**src/rtl/obs_pad_pkg.sv**
```systemverilog
// Shared types and constants for the observation pad scheduler.
// The PAR state is only reached when OBS_PAD_PARITY_EN is defined.
package obs_pad_pkg;

    typedef enum logic [2:0] {
        ST_IDLE,
        ST_START,
        ST_ID,
        ST_DATA,
        ST_PAR,
        ST_STOP
    } state_e;

    localparam logic START_BIT  = 1'b0;
    localparam logic STOP_BIT   = 1'b1;
    localparam logic IDLE_LEVEL = 1'b1;

    // Serial bits per frame: start + ID + payload + optional parity + stop.
    function automatic int frame_len(input int id_w, input int data_w, input bit parity);
        return 2 + id_w + data_w + (parity ? 1 : 0);
    endfunction

endpackage

```
**src/rtl/obs_pad_sched_rr_arb.sv**
```systemverilog
// Round-robin arbiter for the observation pad scheduler.
// The pick is combinational. The priority pointer is registered and
// moves to one past the winner only when the grant is taken.
module obs_pad_rr_arb #(
    parameter int NUM_REQ = 4,
    parameter int ID_W    = $clog2(NUM_REQ)
) (
    input  logic               clk_i,
    input  logic               rst_i,
    input  logic [NUM_REQ-1:0] req_i,
    input  logic               take_i,
    output logic               grant_valid_o,
    output logic [ID_W-1:0]    grant_id_o,
    output logic [NUM_REQ-1:0] grant_oh_o
);

    logic [ID_W-1:0] ptr_q, ptr_d;

    // Pick the first active requester, starting the scan at the pointer.
    always_comb begin
        // NOTE: every output gets a default first, so no path through the block leaves one unassigned and infers a latch.
        grant_valid_o = 1'b0;
        grant_id_o    = '0;
        for (int i = 0; i < NUM_REQ; i++) begin
            if (!grant_valid_o && req_i[(int'(ptr_q) + i) % NUM_REQ]) begin
                grant_valid_o = 1'b1;
                grant_id_o    = ID_W'((int'(ptr_q) + i) % NUM_REQ);
            end
        end
        grant_oh_o = grant_valid_o ? (NUM_REQ'(1) << grant_id_o) : '0;
        ptr_d      = (grant_id_o == ID_W'(NUM_REQ - 1)) ? '0 : grant_id_o + 1'b1;
    end

    // Advance the priority pointer past the requester that was just served.
    always_ff @(posedge clk_i) begin
        // NOTE: sequential state uses non-blocking assignments, so every register samples the values from before the edge.
        if (rst_i) begin
            ptr_q <= '0;
        end else if (take_i && grant_valid_o) begin
            ptr_q <= ptr_d;
        end
    end

endmodule

```
**src/rtl/obs_pad_sched.sv**
```systemverilog
// Observation pad scheduler. Requesters are picked round-robin and each
// accepted word goes out on one pad as: start, ID (LSB first),
// payload (LSB first), [parity], stop. Every bit lasts DIV cycles.
// Defining OBS_PAD_PARITY_EN inserts an even-parity bit over ID and payload.
module obs_pad_sched
    import obs_pad_pkg::*;
#(
    parameter int NUM_REQ = 4,
    parameter int DATA_W  = 8,
    parameter int DIV     = 16,
    parameter int ID_W    = $clog2(NUM_REQ)
) (
    input  logic                      wb_clk_i,
    input  logic                      wb_rst_i,
    input  logic [NUM_REQ-1:0]        req_i,
    input  logic [NUM_REQ*DATA_W-1:0] data_i,
    output logic [NUM_REQ-1:0]        ack_o,
    output logic                      pad_o,
    output logic                      busy_o,
    output logic [ID_W-1:0]           grant_id_o
);

    localparam int SH_W  = ID_W + DATA_W;
    localparam int MAX_W = (ID_W > DATA_W) ? ID_W : DATA_W;
    localparam int CNT_W = $clog2(MAX_W + 1);
    localparam int DIV_W = $clog2(DIV + 1);

    state_e             state_q;
    logic [DIV_W-1:0]   div_q;
    logic [CNT_W-1:0]   bit_q;
    logic [SH_W-1:0]    sh_q;
    logic               pad_q;
    logic               busy_q;
    logic [NUM_REQ-1:0] ack_q;
    logic [ID_W-1:0]    gid_q;
`ifdef OBS_PAD_PARITY_EN
    logic               par_q;
`endif

    logic               grant_valid;
    logic [ID_W-1:0]    grant_id;
    logic [NUM_REQ-1:0] grant_oh;
    logic               take;
    logic               div_tc;
    logic               shift_en;
    logic [DATA_W-1:0]  grant_data;

    assign take       = (state_q == ST_IDLE);
    assign div_tc     = (div_q == DIV_W'(DIV - 1));
    assign shift_en   = div_tc && (state_q inside {ST_START, ST_ID, ST_DATA});
    assign grant_data = data_i[int'(grant_id)*DATA_W +: DATA_W];

    obs_pad_rr_arb #(
        .NUM_REQ (NUM_REQ),
        .ID_W    (ID_W)
    ) u_arb (
        .clk_i         (wb_clk_i),
        .rst_i         (wb_rst_i),
        .req_i         (req_i),
        .take_i        (take),
        .grant_valid_o (grant_valid),
        .grant_id_o    (grant_id),
        .grant_oh_o    (grant_oh)
    );

    // Shift register: load {payload, ID} on grant, shift at the end of every bit.
    always_ff @(posedge wb_clk_i) begin
        // NOTE: this datapath register is not reset; it is always loaded before any of its bits reach the pad.
        if (take && grant_valid) begin
            sh_q <= {grant_data, grant_id};
`ifdef OBS_PAD_PARITY_EN
            par_q <= ^{grant_data, grant_id};
`endif
        end else if (shift_en) begin
            sh_q <= sh_q >> 1;
        end
    end

    // Frame FSM with bit divider; all outputs come straight from registers.
    always_ff @(posedge wb_clk_i) begin
        if (wb_rst_i) begin
            state_q <= ST_IDLE;
            div_q   <= '0;
            bit_q   <= '0;
            pad_q   <= IDLE_LEVEL;
            busy_q  <= 1'b0;
            ack_q   <= '0;
            gid_q   <= '0;
        end else begin
            ack_q <= '0;
            if (state_q == ST_IDLE) begin
                div_q <= '0;
            end else begin
                div_q <= div_tc ? '0 : div_q + 1'b1;
            end
            case (state_q)
                ST_IDLE: begin
                    pad_q  <= IDLE_LEVEL;
                    busy_q <= 1'b0;
                    if (grant_valid) begin
                        ack_q   <= grant_oh;
                        gid_q   <= grant_id;
                        pad_q   <= START_BIT;
                        busy_q  <= 1'b1;
                        bit_q   <= '0;
                        state_q <= ST_START;
                    end
                end
                ST_START: begin
                    if (div_tc) begin
                        pad_q   <= sh_q[0];
                        state_q <= ST_ID;
                    end
                end
                ST_ID: begin
                    if (div_tc) begin
                        pad_q <= sh_q[0];
                        if (bit_q == CNT_W'(ID_W - 1)) begin
                            bit_q   <= '0;
                            state_q <= ST_DATA;
                        end else begin
                            bit_q <= bit_q + 1'b1;
                        end
                    end
                end
                ST_DATA: begin
                    if (div_tc) begin
                        if (bit_q == CNT_W'(DATA_W - 1)) begin
                            bit_q <= '0;
`ifdef OBS_PAD_PARITY_EN
                            pad_q   <= par_q;
                            state_q <= ST_PAR;
`else
                            pad_q   <= STOP_BIT;
                            state_q <= ST_STOP;
`endif
                        end else begin
                            bit_q <= bit_q + 1'b1;
                            pad_q <= sh_q[0];
                        end
                    end
                end
`ifdef OBS_PAD_PARITY_EN
                ST_PAR: begin
                    if (div_tc) begin
                        pad_q   <= STOP_BIT;
                        state_q <= ST_STOP;
                    end
                end
`endif
                ST_STOP: begin
                    if (div_tc) begin
                        pad_q   <= IDLE_LEVEL;
                        busy_q  <= 1'b0;
                        state_q <= ST_IDLE;
                    end
                end
                default: begin
                    pad_q   <= IDLE_LEVEL;
                    busy_q  <= 1'b0;
                    state_q <= ST_IDLE;
                end
            endcase
        end
    end

    assign ack_o      = ack_q;
    assign pad_o      = pad_q;
    assign busy_o     = busy_q;
    assign grant_id_o = gid_q;

endmodule

```
**config.mk**
```make
export PLATFORM = sky130hd
export DESIGN_NAME = obs_pad_sched
export DESIGN_NICKNAME = d
export VERILOG_FILES = /design/src/rtl/obs_pad_pkg.sv /design/src/rtl/obs_pad_sched_rr_arb.sv /design/src/rtl/obs_pad_sched.sv
export SDC_FILE = /design/constraint.sdc
export NUM_CORES = 1
export LEC_CHECK = 0
export BUFFER_PORTS_ARGS = -buffer_cell sky130_fd_sc_hd__buf_2
export CORE_MARGIN = 4
export CORE_UTILIZATION = 59
export CTS_BUF_LIST = sky130_fd_sc_hd__clkbuf_8
export DETAILED_ROUTE_END_ITERATION = 6
export GPL_TIMING_DRIVEN = 0
export PLACE_DENSITY = 0.86
export SLEW_MARGIN = 20
export SYNTH_ARGS = -nofsm -noshare
export SYNTH_HDL_FRONTEND = slang
export SYNTH_HIERARCHICAL = 1
export SYNTH_SLANG_ARGS = --single-unit
```
**constraint.sdc**
```tcl
create_clock -name wb_clk_i -period 2.87 [get_ports wb_clk_i]
set_input_delay 0.1435 -clock wb_clk_i [delete_from_list [all_inputs] [get_ports wb_clk_i]]
set_output_delay 0.1435 -clock wb_clk_i [all_outputs]
set_load 0.02 [all_outputs]
```
==> results_dict.tcl, run 1 <==
set metrics [dict create \
    reg2reg_slack_ns 0.63 \
    grt_max_degree 11 \
    rows 19 \
    core_area_mm2 0.002853 \
    power.internal_uw 961.9 \
    timing.final.crit_share_pct 77.91 \
    htree_levels 2 \
    final.setup.worst_slack_ns 0.6339 \
    io_buffers 44 \
    synth-seq-area-share_pct 40.83 \
    maxSlewHeadroom_pct 46.49 \
    async_flop_share_pct 0 \
    die_h_um 63.45 \
    clk_latency_ns 0.28 \
    cts_buffers 5 \
    r2r_end "sh_q[3]" \
    setup_viol 0 \
    cap_viol_max_count 0 \
    skew_ns 0.004810 \
    required_ns 2.78 \
    pwr-share-seq_pct 42.5 \
    yosysWarnings 6 \
    antenna_cells 0 \
    syn_avg_cell_area_um2 9.754 \
    cts_tree "yes" \
    syn-num-nets 232 \
    antenna_found_initial 0 \
    ctsResizeCount 0 \
    dp_hpwl_mm 3.073 \
    synth-seq-cells 32 \
    holdPathStages 2 \
    mostFrequentLayoutCell "buf_2" \
    synth_area_mm2 0.001814 \
    crit_path_end_kind "flip-flop" \
    finalCriticalPeriod_ns 2.236 \
    drive_above_1_share_pct 30.67 \
    setup_tns_ns 0 \
    path_common_cell "ha_1" \
    fill_cells 221 \
    p_sw_share_pct 24.99 \
    firstDrtPassIters 4 \
    clk_path_buf_depth 2 \
    combPwrFrac_pct 21.4 \
    hold_start "wb_rst_i" \
    synth_top_cell_area_share_pct 24.28 \
    holdWs_ns 0.1544 \
    cp-start-kind "flip-flop" \
    cp_max_fo 10 \
    r2r_cells 6 \
    crit_path_cell_trace "ha_1, and3_1, ha_1, buf_2, a21oi_1, nor2_1" \
    cp_slowest_cell "nor2_1" \
    slowest_delay_ns 0.63 \
    crit_start "div_q[0]" \
    fin_util_pct 77.11 \
    rsz0062_at_grt "no" \
    start_util_pct 63.60 \
    hold_class "in2reg" \
    clkSinkCount 32 \
    grtUsageTotal_pct 22.07 \
    cp.arrival_ns 2.14 \
    holdBufCountCts 0 \
    peakVddDrop_mv 0.5299 \
    viasPerCell 5.877 \
    layout.nets 283 \
    holdPathEnd "u_arb/ptr_q[1]" \
    drc 0 \
    syn2layout_area_growth_pct 21.24 \
    clk_pin_slew_worst_paths_ns 0.07 \
    cts_setup_buffers 0 \
    leakage_nw 0.9845 \
    num_vias 1581 \
    ant_nets 0 \
    slew_violations 0 \
    power.switching_uw 320.5 \
    status "complete, no violations" \
    synth_top_area_cell "dfxtp_1" \
    final_cell_mix "buf_2 (50), nand2_1 (31), dfxtp_1 (22)" \
    ios 46 \
    die_w_um 63.45 \
    wire_per_inst_um 14.75 \
    power_mw 1.282 \
    fmax_ghz 0.4472 \
    power.density_mw_per_mm2 583.0 \
    grt_pass1_vias 1532 \
    drt_iter0_markers 138 \
    routabilityCongestion 0.9246 \
    dieArea_mm2 0.004026 \
    root_buffer "clkbuf_8" \
    synthCells 186 \
    synth_edf_count 10 \
    r2r-start "div_q[0]" \
    p_clk_share_pct 36.2 \
    timing_hold_violations_final 0 \
    overflow 0 \
    grt_pass1_wl_mm 6.913 \
    pre_cts_slack_ns 0.6323 \
    worst_slew_pin_slew_ns 0.7998 \
    yosysUniqueCellTypes 49 \
    synth_flop_cell "dfxtp_1" \
    synth_area_leaders "dfxtp_1 (24%), edfxtp_1 (17%), mux4_2 (9.9%)" \
    routed_wl_mm 3.968 \
    crit_type "reg2reg" \
]
==> metrics by stage <==
step                cell area, um^2  cells
global route                   2200    269
global placement               2073    261
floorplan                      1814    186
finish                         2200    269
detailed placement             2073    261
CTS                            2200    269
==> cell families (layout without fill, tap and decap cells) <==
logic type / count (synthesis) / after routing / share of synthesized area (%)
AO/OA/AOI/OAI: 37 / 37 / 14.62
XOR/XNOR: 2 / 2 / 0.9657
adder cells (fa/ha/maj): 8 / 8 / 5.517
buffers and inverters: 15 / 67 / 3.931
flip-flops: 32 / 32 / 40.83
multiplexers: 9 / 9 / 10.48
AND/OR/NAND/NOR: 83 / 83 / 23.66
==> worst max-delay path: cells and delay by family (launching register included) <==
family                     cells  cell delay, ns
and+or+nand+nor                2            0.81
adders and majority gates      2            0.37
DFF                            1            0.36
buffers and inverters          1            0.21
AOI/OAI and AO/OA              1            0.12
==> power groups by stage <==
stage / sequential [mW] / clock, mW / combinational (mW)
after floorplan: 0.561 / 0 / 0.184
after global placement: 0.551 / 0 / 0.262
after detailed placement: 0.554 / 0 / 0.273
after CTS: 0.544 / 0.475 / 0.275
after global routing: 0.550 / 0.504 / 0.307
final: 0.544 / 0.464 / 0.274
==> per-layer routing <==
layer | up-vias | track usage, % | wire, um
met4 | 0 | 7.278 | 34
met1 | 741 | 25.97 | 1651
met3 | 4 | 6.572 | 250
met5 | - | 0 | 0
met2 | 63 | 38.20 | 2032
li1 | 773 | - | -
==> registers in the layout, summed over array words and instances (netlist names) <==
name         cells
pad_o            1
bit_q            4
state_q          3
u_arb/ptr_q      2
ack_o            4
busy_o           1
div_q            5
sh_q            10
grant_id_o       2
==> area by class of cell <==
class	count	area, um^2	share of cell area [%]
multi-input combinational	139	1002	45.56
sequential	32	740.7	33.67
timing repair buffer	44	220.2	10.01
clock buffer	7	96.34	4.380
tap	31	38.79	1.763
buffer	9	48.80	2.218
clock inverter	1	30.03	1.365
inverter	6	22.52	1.024
==> cell usage after synthesis, drive strengths merged (4+ instances only) <==
| cell type | number |
|---|---|
| a21oi | 8 |
| dfxtp | 22 |
| inv | 6 |
| nand3 | 4 |
| buf | 7 |
| nand2 | 31 |
| and2 | 5 |
| nor2b | 11 |
| o21ai | 4 |
| o21bai | 4 |
| edfxtp | 10 |
| mux4 | 8 |
| nor2 | 12 |
| a21o | 4 |
| ha | 8 |
==> worst max-delay path by stage <==
stage	endpoint	slack [ns]
floorplan	sh_q[9]	0.90
global placement	sh_q[9]	0.68
detailed placement	sh_q[8]	0.63
CTS	sh_q[2]	0.61
global route	sh_q[0]	0.42
finish	sh_q[3]	0.63
No activity file was read; power rests on OpenSTA's default activity.
==> run 2, diff against run 1 <==
- CORE_UTILIZATION: 59 -> 55
- PLACE_DENSITY: 0.86 -> 0.81
- clock period: 2.87 -> 2.3 ns (I/O delays scaled with it)
==> results_dict.tcl, run 2 (synthesis gave the netlist of run 1 again) <==
set metrics [dict create \
    viasPerCell 5.635 \
    crit_buf_inv 1 \
    mostFrequentLayoutCell "buf_2" \
    multi_input_area_mm2 0.001005 \
    final.setup.worst_slack_ns 0.1307 \
    cts_buffers 5 \
    ant_nets 0 \
    wl_met1_mm 1.643 \
    power.density_mw_per_mm2 656.3 \
    clk_path_buf_depth 2 \
    io_buffers 44 \
    die_w_um 65.44 \
    skew_ns 0.006285 \
    grt_pass1_vias 1519 \
    routed_wl_mm 3.929 \
    cp_top_family "compound AO/OA/AOI/OAI gates" \
    clk_pin_slew_worst_paths_ns 0.07 \
    met2_length_mm 1.835 \
    drc 0 \
    top_layer_used "met4" \
    clkSinkCount 32 \
    required_ns 2.34 \
    fill_cells 278 \
    fmax_ghz 0.4610 \
    grt_pass1_wl_mm 6.555 \
    ios 46 \
    maxSlewHeadroom_pct 60.81 \
    slowest_delay_ns 0.43 \
    largestRegisters "sh_q: 10 flops, div_q: 5 flops" \
    wire_per_inst_um 13.93 \
    timing_hold_violations_final 0 \
    cts_tree "yes" \
    timing.final.crit_share_pct 94.32 \
    grtUsageTotal_pct 20.17 \
    drt_iter0_markers 101 \
    cap_viol_max_count 0 \
    antenna_cells 0 \
    worst_slew_pin_slew_ns 0.5846 \
    r2r-start "u_arb/ptr_q[1]" \
    final_cell_mix "buf_2 (49), nand2_1 (31), dfxtp_1 (22)" \
    overflow 0 \
    hold_class "in2reg" \
    r2r_cells 6 \
    hold_start "wb_rst_i" \
    holdPathStages 2 \
    rows 20 \
    largest_register_ffs 10 \
    crit_path_end_kind "flip-flop" \
    peakVddDrop_mv 0.4592 \
    cp-start-kind "flip-flop" \
    pre_cts_slack_ns 0.04619 \
    drive_above_1_share_pct 29.83 \
    crit_path_cell_trace "a21o_1, a21boi_0, o21a_1, clkbuf_1, mux4_2, and2_1" \
    grt_max_degree 11 \
    htree_levels 2 \
    wl_met3_um 394 \
    slew_violations 0 \
    cp_slowest_cell "clkbuf_1" \
    cp_max_fo 9 \
    rsz0062_at_grt "no" \
    dp_hpwl_mm 2.979 \
    layout.nets 283 \
    root_buffer "clkbuf_8" \
    core_area_mm2 0.003103 \
    seq_area_um2 740.7 \
    die_h_um 65.44 \
    holdBufCountCts 0 \
    largest_register "sh_q" \
    antenna_found_initial 0 \
    dieArea_mm2 0.004282 \
    syn2layout_area_growth_pct 19.86 \
    crit_type "reg2reg" \
    num_vias 1589 \
    routabilityCongestion 0.8143 \
    clk_latency_ns 0.28 \
    crit_start "u_arb/ptr_q[1]" \
    firstDrtPassIters 4 \
    setup_tns_ns 0 \
    setup_viol 0 \
    leakage_nw 0.9689 \
    start_util_pct 58.47 \
    finalCriticalPeriod_ns 2.169 \
    cp.arrival_ns 2.21 \
    status "complete, no violations" \
    cp.depth 6 \
]
-- run 2: cell type report --
type | instances | area share (%)
flip-flops and latches | 32 | 34.06
plain buffers | 9 | 2.359
clock buffers | 5 | 3.165
repair buffers | 44 | 10.13
inverters | 6 | 1.036
well taps | 44 | 2.532
clock inverters | 3 | 0.5178
multi-input cells | 139 | 46.20
-- run 2: timing repair --
action | in CTS | in global routing
hold endpoints to repair | 0 | 0
buffers inserted | 0 | 0
setup endpoints to repair | 0 | 18
resized for setup | 0 | 2
-- run 2: path summary, 6_finish.rpt --
kind | end | slack [ns]
min | u_arb/ptr_q[1] | 0.10
max reg2reg | sh_q[9] | 0.13
min reg2reg | grant_id_o[0] | 0.45
max | sh_q[9] | 0.13
-- run 2: metal layers --
metal  up-vias  global-route usage (%)
li1        770                       -
met1       737                   24.01
met2        77                   34.01
met3         5                   5.470
met4         0                   8.808
met5         -                       0
-- run 2: where the power goes --
group / switching [mW] / total [mW] / internal (mW)
logic: 0.176 / 0.343 / 0.167
registers: 0.0264 / 0.679 / 0.653
clock network: 0.204 / 0.405 / 0.202
total: 0.406 / 1.43 / 1.02
-- run 2: metrics by stage --
step | total power, mW | utilization, % | hold slack, ns | cells | area, um^2
after detailed placement | 1.029 | 67.34 | 0.4006 | 274 | 2090
after global routing | 1.493 | 70.08 | 0.1022 | 282 | 2175
after global placement | 1.015 | 67.34 | 0.3894 | 274 | 2090
after CTS | 1.426 | 69.92 | 0.1012 | 282 | 2170
final | 1.427 | 70.08 | 0.1029 | 282 | 2175
after floorplan | 0.9302 | - | 0.1874 | 186 | 1814
